--- config.mk ---
export PLATFORM = sky130hd
export DESIGN_NAME = instr_fetch_unit
export DESIGN_NICKNAME = d
export VERILOG_FILES = /design/src/rtl/fetch_pkg.sv /design/src/rtl/instr_fetch_unit.sv
export SDC_FILE = /design/constraint.sdc
export NUM_CORES = 1
export LEC_CHECK = 0
export BUFFER_PORTS_ARGS = -buffer_cell sky130_fd_sc_hd__buf_2
export CORE_MARGIN = 2
export CORE_UTILIZATION = 52
export DETAILED_ROUTE_END_ITERATION = 12
export PLACE_DENSITY = 0.85
export SLEW_MARGIN = 20
export SYNTH_ARGS = -nofsm -noshare
export SYNTH_HDL_FRONTEND = slang
export SYNTH_SLANG_ARGS = --single-unit
--- constraint.sdc ---
create_clock -name clock -period 4.45 [get_ports clock]
set_clock_uncertainty 0.05 [all_clocks]
set_input_delay 0.89 -clock clock [delete_from_list [all_inputs] [get_ports clock]]
set_output_delay 0.89 -clock clock [all_outputs]
set_load 0.005 [all_outputs]
--- src/rtl/fetch_pkg.sv ---
// Shared types and default widths for the instruction fetch stage.
package fetch_pkg;

    localparam int unsigned ADDR_W      = 8;
    localparam int unsigned INSTR_W     = 16;
    localparam int unsigned OPCODE_HI   = 15;
    localparam int unsigned OPCODE_LO   = 12;
    localparam logic [3:0]  HALT_OPCODE = 4'hF;

    typedef enum logic [1:0] {
        ISSUE   = 2'd0,
        CAPTURE = 2'd1,
        HOLD    = 2'd2,
        HALTED  = 2'd3
    } fetch_state_e;

endpackage

--- src/rtl/instr_fetch_unit.sv ---
// Fetch stage: drives the instruction RAM address, captures the returned word
// one cycle later and offers it to decode with a valid/ready handshake.
// Branch redirects override everything except the halted state.
module instr_fetch_unit #(
    parameter int unsigned        ADDR_W      = fetch_pkg::ADDR_W,
    parameter int unsigned        INSTR_W     = fetch_pkg::INSTR_W,
    parameter logic [ADDR_W-1:0]  RESET_PC    = '0,
    parameter logic [3:0]         HALT_OPCODE = fetch_pkg::HALT_OPCODE
) (
    input  logic               clock,
    input  logic               reset_n,
    input  logic               fetch_en,
    output logic [ADDR_W-1:0]  iram_addr,
    input  logic [INSTR_W-1:0] iram_q,
    output logic [INSTR_W-1:0] ir,
    output logic [ADDR_W-1:0]  ir_pc,
    output logic               ir_valid,
    input  logic               ir_ready,
    input  logic               branch_valid,
    input  logic [ADDR_W-1:0]  branch_target,
    output logic               halted
);

    import fetch_pkg::*;

    fetch_state_e       state, state_d;
    logic [ADDR_W-1:0]  pc, pc_d;
    logic [INSTR_W-1:0] ir_d;
    logic [ADDR_W-1:0]  ir_pc_d;
    logic               ir_valid_d;
    logic               halted_d;
    logic               handshake;
    logic               is_halt;

    // The RAM address is the pc register itself, never a bypass of branch_target.
    assign iram_addr = pc;
    assign handshake = ir_valid & ir_ready;
    assign is_halt   = (ir[OPCODE_HI:OPCODE_LO] == HALT_OPCODE);

    // State and datapath registers.
    always_ff @(posedge clock or negedge reset_n) begin
        if (!reset_n) begin
            state    <= ISSUE;
            pc       <= RESET_PC;
            ir       <= '0;
            ir_pc    <= '0;
            ir_valid <= 1'b0;
            halted   <= 1'b0;
        end else begin
            state    <= state_d;
            pc       <= pc_d;
            ir       <= ir_d;
            ir_pc    <= ir_pc_d;
            ir_valid <= ir_valid_d;
            halted   <= halted_d;
        end
    end

    // Next-state and datapath update; a branch wins over capture and halt detection.
    always_comb begin
        state_d    = state;
        pc_d       = pc;
        ir_d       = ir;
        ir_pc_d    = ir_pc;
        ir_valid_d = ir_valid;
        halted_d   = halted;

        if (state != HALTED && branch_valid) begin
            pc_d       = branch_target;
            ir_valid_d = 1'b0;
            state_d    = ISSUE;
        end else begin
            case (state)
                ISSUE: begin
                    if (fetch_en) begin
                        state_d = CAPTURE;
                    end
                end
                CAPTURE: begin
                    ir_d       = iram_q;
                    ir_pc_d    = pc;
                    ir_valid_d = 1'b1;
                    pc_d       = pc + ADDR_W'(1);
                    state_d    = HOLD;
                end
                HOLD: begin
                    if (handshake) begin
                        ir_valid_d = 1'b0;
                        if (is_halt) begin
                            halted_d = 1'b1;
                            state_d  = HALTED;
                        end else begin
                            state_d  = ISSUE;
                        end
                    end
                end
                HALTED: begin
                    state_d = HALTED;
                end
                default: begin
                    state_d = ISSUE;
                end
            endcase
        end
    end

endmodule
==> flow_summary_export.csv, run 1 <==
group,metric,value,unit
outcome,outcome,"finished clean",
clocking,ctsHoldBuffers,0,
clocking,cts_root_buffer,"clkbuf_4",
clocking,clk_pin_slew,0.12,ns
sta,fin_crit,2.183,ns
sta,maxSlewHeadroom,0.4924,
worst_setup_path,cpPeakStageDelay,0.73,ns
synthesis,netlist_instances,133,
sta,slew_viol_final,0,
global_routing,grt_pass1_wl,5630,µm
die,initial_utilization,0.5442,
detailed_routing,firstDrtPassIters,4,
clocking,cts.sinks,36,
sta,worst_slew_pin_slew,0.7614,ns
worst_setup_path,endpoint_kind,"register",
synthesis,ys_warn_count,0,
power_and_ir_drop,leakagePower,0.9530,nW
placement,place_congestion,0.8239,
global_routing,track_usage,0.2143,
clocking,cts-buffers-inserted,5,
clocking,cts_setup_buffers,0,
global_routing,grt_pass1_vias,1257,
synthesis,synth_top_area_share,0.5467,
sta,rsz0062_at_grt,"no",
synthesis,synthDistinctLibCells,36,
placement,dp_hpwl,2550,µm
die,chipWidth,60.30,µm
die,io_pins,63,
detailed_routing,drtIter0Drc,58,
placement,portBuffers,62,
clocking,max-clock-path-buffers,2,
detailed_routing,drc,0,
clocking,cts_tree,"done",
synthesis,ys_ff_latch,36,
worst_setup_path,slowest_stage,"nor3b_4",
synthesis,synth-edff-count,0,
sta,whs,0.4439,ns
layout,regArea,900.9,µm²
synthesis,synth_nets,163,
layout,drive_gt1_frac,0.4615,
die,die_area,3635,µm²
sta,fin_setup_tns,0,ns
detailed_routing,drtAntennaViolNets,0,
worst_setup_path,arrival,2.36,ns
global_routing,grt_max_degree,37,
clocking,clk-insertion-delay-late,0.35,ns
sta,post-route-period-util,0.4905,
layout,final_util,0.6764,
sta,setup_violations,0,
worst_setup_path,crit_path_start_kind,"register",
synthesis,avgSynthCellArea,12.39,µm²
layout,layout.nets,224,
clocking,cts_resized,0,
placement,placed_area,1957,µm²
sta,hold_viol_final,0,
synthesis,netlist_area,1648,µm²
synthesis,synth_ff_type,"dfrtp_1",
worst_setup_path,crit_path_cell_trace,"nor3b_4, buf_6, mux2_1",
detailed_routing,via_count,1351,
worst_setup_path,crit_required,4.63,ns
power_and_ir_drop,power,1.137,mW
die,core,3028,µm²
min_path,hp-class,"reg -> reg",
worst_setup_path,critical_path.top_delay_family,"simple AND/OR/NAND/NOR gates",
power_and_ir_drop,powerDensity,554.9,nW/µm²
layout,multi_input_area,675.6,µm²
flow_run,maxCapViolCount,0,
power_and_ir_drop,vdd_drop_max,0.0003969,V
sta,timing.fmax,458.2,MHz
detailed_routing,drt-wirelength-per-cell,14.90,µm
clocking,h-tree-depth,2,
worst_setup_path,critPathKind,"reg -> reg",
layout,area_growth,24.30,%
global_routing,overflow,0,
synthesis,synth-seq-area-share,0.5467,
layout,fill_cells,230,
worst_setup_path,critical_path_buf_inv_count,1,
synthesis,synth_area_leader_cell,"dfrtp_1",
synthesis,synthArstFlopShare,1.000,
layout,diodes,0,
synthesis,yosys-top-cells-area,"dfrtp_1 (55%), mux2_2 (9.6%), mux2_1 (6.2%), a21oi_1 (1.8%), buf_2 (1.8%)",
global_routing,antenna_found_initial,0,
die,die_h,60.30,µm
worst_setup_path,cp_max_fo,18,
layout,final_area,2048,µm²
detailed_routing,vias_per_cell,5.653,
detailed_routing,routed_wl,3560,µm
worst_setup_path,reg2reg_slack,2.27,ns
die,rows,20,
-- flip-flops by register name, summed over array words and instances (netlist names) --
name and count:
ir_pc 8, ir 16, ir_valid 1, state 2
halted 1, iram_addr 8
-- cell usage after synthesis, drive strengths merged, types with 3 or more instances --
| master | number |
|---|---|
| a311oi | 3 |
| inv | 4 |
| o21ai | 4 |
| nor2 | 4 |
| nand4 | 4 |
| nand3 | 3 |
| a21oi | 6 |
| nand2 | 7 |
| o22ai | 3 |
| buf | 8 |
| mux2 | 23 |
| dfrtp | 36 |
-- stage by stage --
| step | setup slack, ns | instances |
|---|---|---|
| 2_1_floorplan | 2.516 | 133 |
| 3_3_place_gp | 1.815 | 230 |
| 3_5_place_dp | 1.698 | 230 |
| 4_1_cts | 2.087 | 238 |
| 5_1_grt | 2.114 | 239 |
| 6_report | 2.267 | 239 |
-- layout make-up --
cell class,count,area share
flip-flops and latches,36,0.4398
multi-input cells,84,0.3299
clock buffers,5,0.01833
well taps,44,0.02688
clock inverters,3,0.02077
repair buffers,63,0.1570
inverters,4,0.007330
-- kinds of logic after synthesis --
kind of cell    count (synthesis)  share of synthesized area
mux                            23                     0.1572
fa+ha+maj                       1                   0.007592
compound gates                 34                     0.1503
buf+inv                        13                    0.04328
simple gates                   26                    0.09492
flops                          36                     0.5467
-- layout by cell type, fill, tap and decap left out, types with 2 or more instances in the layout --
| cell type | count |
|---|---|
| mux2_2 | 14 |
| buf_2 | 62 |
| o32ai_1 | 2 |
| nand2_1 | 7 |
| nand3_1 | 3 |
| o21ai_0 | 4 |
| a311oi_1 | 3 |
| o22ai_1 | 3 |
| a21oi_1 | 6 |
| mux2_1 | 9 |
| dfrtp_1 | 36 |
| o211ai_1 | 2 |
| nand4_1 | 4 |
| nor2_1 | 4 |
| and4_1 | 2 |
| a21boi_0 | 2 |
| a211o_1 | 2 |
| inv_1 | 4 |
| a211oi_1 | 2 |
| clkbuf_4 | 5 |
-- report_power, final --
group | internal, mW | total (mW) | switching (mW)
Clock | 0.117 | 0.231 | 0.114
Combinational | 0.203 | 0.352 | 0.149
Sequential | 0.455 | 0.553 | 0.0981
-- metal layers --
layer | vias to the layer above | track usage | routed length [µm]
li1 | 626 | - | -
met5 | - | 0 | 0
met3 | 6 | 0.07576 | 333
met4 | 0 | 0.1048 | 36
met2 | 73 | 0.3245 | 1711
met1 | 646 | 0.2722 | 1478
-- worst reg2reg max path, delay by kind of cell (launching register included) --
| kind | cells | cell delay (ns) |
|---|---|---|
| mux | 1 | 0.35 |
| buf+inv | 1 | 0.26 |
| simple gates | 1 | 0.73 |
| flops | 1 | 0.67 |
-- worst paths after layout --
| path | startpoint | endpoint | cells after the start |
|---|---|---|---|
| hold reg to reg | ir[3] | ir[3] | 1 |
| setup / recovery | state[0] | ir[2] | 3 |
| setup reg to reg | state[0] | ir[2] | 3 |
| hold / removal | ir[3] | ir[3] | 1 |
| max in group asynchronous | reset_n | ir[15] | 1 |
| min in group asynchronous | reset_n | iram_addr[6] | 1 |
No activity file was read; power rests on OpenSTA's default activity.
==> run 2: changes to the inputs <==
--- a/config.mk
+++ b/config.mk
@@ -7,9 +7,9 @@
 export LEC_CHECK = 0
 export BUFFER_PORTS_ARGS = -buffer_cell sky130_fd_sc_hd__buf_2
 export CORE_MARGIN = 2
-export CORE_UTILIZATION = 52
+export CORE_UTILIZATION = 43
 export DETAILED_ROUTE_END_ITERATION = 12
-export PLACE_DENSITY = 0.85
+export PLACE_DENSITY = 0.75
 export SLEW_MARGIN = 20
 export SYNTH_ARGS = -nofsm -noshare
 export SYNTH_HDL_FRONTEND = slang
==> constraint.sdc (replaced) <==
create_clock -name clock -period 2 [get_ports clock]
set_clock_uncertainty 0.05 [all_clocks]
set_input_delay 0.4 -clock clock [delete_from_list [all_inputs] [get_ports clock]]
set_output_delay 0.4 -clock clock [all_outputs]
set_load 0.005 [all_outputs]
==> flow_summary_export.csv, run 2 (synthesized netlist as in run 1, its figures left out) <==
group,metric,value,unit
sta,setup_violations,0,
sta,post-route-period-util,0.7950,
detailed_routing,drt-wirelength-per-cell,14.35,µm
power_and_ir_drop,power.internal,1.842,mW
layout,regMostFlops,"ir",
detailed_routing,routed_wl,3530,µm
power_and_ir_drop,clkPwrFrac,0.240,
placement,portBuffers,62,
global_routing,grt_pass1_vias,1326,
detailed_routing,via_count,1324,
layout,area_growth,27.64,%
layout,final_cell_mix,"buf_2 (62), dfrtp_1 (36), mux2_2 (14)",
flow_run,maxCapViolCount,0,
sta,fin_crit,1.590,ns
die,die_area,4343,µm²
detailed_routing,drtAntennaViolNets,0,
power_and_ir_drop,vdd_drop_max,0.0008007,V
worst_setup_path,arrival,1.77,ns
placement,dp_hpwl,2577,µm
global_routing,grt_max_degree,37,
sta,whs,0.08579,ns
die,io_pins,63,
sta,timing.fmax,628.9,MHz
power_and_ir_drop,comb_power_share,0.298,
worst_setup_path,critPathKind,"reg -> reg",
placement,place_congestion,0.8467,
layout,mostFrequentLayoutCell,"buf_2",
clocking,ctsHoldBuffers,0,
worst_setup_path,critical_path.top_delay_family,"simple AND/OR/NAND/NOR gates",
layout,diodes,0,
clocking,cts_root_buffer,"clkbuf_8",
layout,fin_cells,246,
worst_setup_path,endpoint_kind,"register",
global_routing,track_usage,0.1890,
worst_setup_path,r2r-start,"state[1]",
outcome,outcome,"finished clean",
die,rows,22,
sta,hold_viol_final,0,
min_path,hp-class,"in -> async",
worst_setup_path,crit_path_start_kind,"register",
sta,maxSlewHeadroom,0.7043,
die,initial_utilization,0.4501,
worst_setup_path,critical_path_buf_inv_count,0,
die,chipWidth,65.91,µm
sta,rsz0062_at_grt,"no",
detailed_routing,firstDrtPassIters,4,
power_and_ir_drop,sw_frac_of_total,0.3014,
layout,drive_gt1_frac,0.4697,
clocking,cts.sinks,36,
power_and_ir_drop,share_seq_of_total_power,0.462,
worst_setup_path,crit_path_cell_trace,"or2_1, or4_1, nand3_1",
clocking,clk_pin_slew,0.07,ns
detailed_routing,top_layer,"met4",
clocking,h-tree-depth,2,
worst_setup_path,crit_path_start,"state[1]",
sta,slew_viol_final,0,
clocking,max-clock-path-buffers,2,
worst_setup_path,crit_required,2.18,ns
worst_setup_path,crit_path_end,"iram_addr[5]",
placement,dp.cells,238,
worst_setup_path,worstReg2RegEnd,"iram_addr[5]",
clocking,cts_tree,"done",
worst_setup_path,cpPeakStageDelay,0.53,ns
sta,worst_slew_pin_slew,0.4436,ns
power_and_ir_drop,power.switching,0.7948,mW
global_routing,overflow,0,
detailed_routing,dr_wl_met3,304,µm
worst_setup_path,cp_num_cells,3,
clocking,cts_setup_buffers,0,
detailed_routing,wl_met1,1573,µm
clocking,cts_resized,0,
worst_setup_path,cp_max_fo,12,
worst_setup_path,ff2ff_path_depth,3,
power_and_ir_drop,powerDensity,1254,nW/µm²
layout,fill_cells,348,
detailed_routing,drc,0,
layout,largest_reg_flops,16,
global_routing,antenna_found_initial,0,
detailed_routing,drtIter0Drc,61,
layout,layout.nets,227,
die,core,3661,µm²
clocking,clk-insertion-delay-late,0.29,ns
worst_setup_path,slowest_stage,"or4_1",
detailed_routing,vias_per_cell,5.382,
sta,fin_setup_tns,0,ns
worst_setup_path,reg2reg_slack,0.41,ns
detailed_routing,route.met2.wl,1612,µm
die,die_h,65.91,µm
power_and_ir_drop,leakagePower,0.9805,nW
global_routing,grt_pass1_wl,6196,µm
clocking,cts-buffers-inserted,5,
## run 2: cell types whose count changed in the layout (fill, tap and decap cells not counted), sizes merged
| cell | delta |
|---|---|
| buf | +3 |
## run 2: stage by stage
step / util / power, mW / instance area (µm²) / setup WS [ns]
2_1_floorplan: - / 1.635 / 1648 / 0.5013
4_1_cts: 0.5745 / 2.677 / 2103 / 0.4147
3_3_place_gp: 0.5441 / 2.005 / 1992 / 0.3966
5_1_grt: 0.5745 / 2.835 / 2103 / 0.3216
3_5_place_dp: 0.5441 / 2.033 / 1992 / 0.3668
6_report: 0.5745 / 2.637 / 2103 / 0.4099
## run 2: worst min path at each step
stage | to | slack (ns) | depth (start not counted)
6_report | ir_pc[6] | 0.09 | 2
5_1_grt | ir[1] | 0.11 | 2
4_1_cts | ir[1] | 0.1 | 2
3_5_place_dp | ir_pc[7] | 0.41 | 2
3_3_place_gp | ir_pc[6] | 0.41 | 2
2_1_floorplan | halted | 0.05 | 0
## run 2: layout make-up
| cell class | instances | area [µm²] | share of cell area |
|---|---|---|---|
| flip-flops and latches | 36 | 900.9 | 0.4283 |
| multi-input cells | 84 | 675.6 | 0.3212 |
| repair buffers | 66 | 340.3 | 0.1618 |
| clock buffers | 5 | 68.82 | 0.03272 |
| well taps | 48 | 60.06 | 0.02855 |
| clock inverters | 3 | 42.54 | 0.02023 |
| inverters | 4 | 15.01 | 0.007139 |
## run 2: per-layer routing
metal | vias up | GRT usage
li1 | 629 | -
met1 | 639 | 0.2506
met2 | 53 | 0.2929
met3 | 3 | 0.06985
met4 | 0 | 0.04688
met5 | - | 0
## run 2: power groups by stage
| stage | clock network, mW | registers, mW | logic (mW) |
|---|---|---|---|
| detailed placement | 0 | 1.23 | 0.799 |
| finish | 0.632 | 1.22 | 0.786 |
| floorplan | 0 | 1.22 | 0.418 |
| global route | 0.690 | 1.26 | 0.881 |
| CTS | 0.654 | 1.22 | 0.802 |
| global placement | 0 | 1.23 | 0.779 |
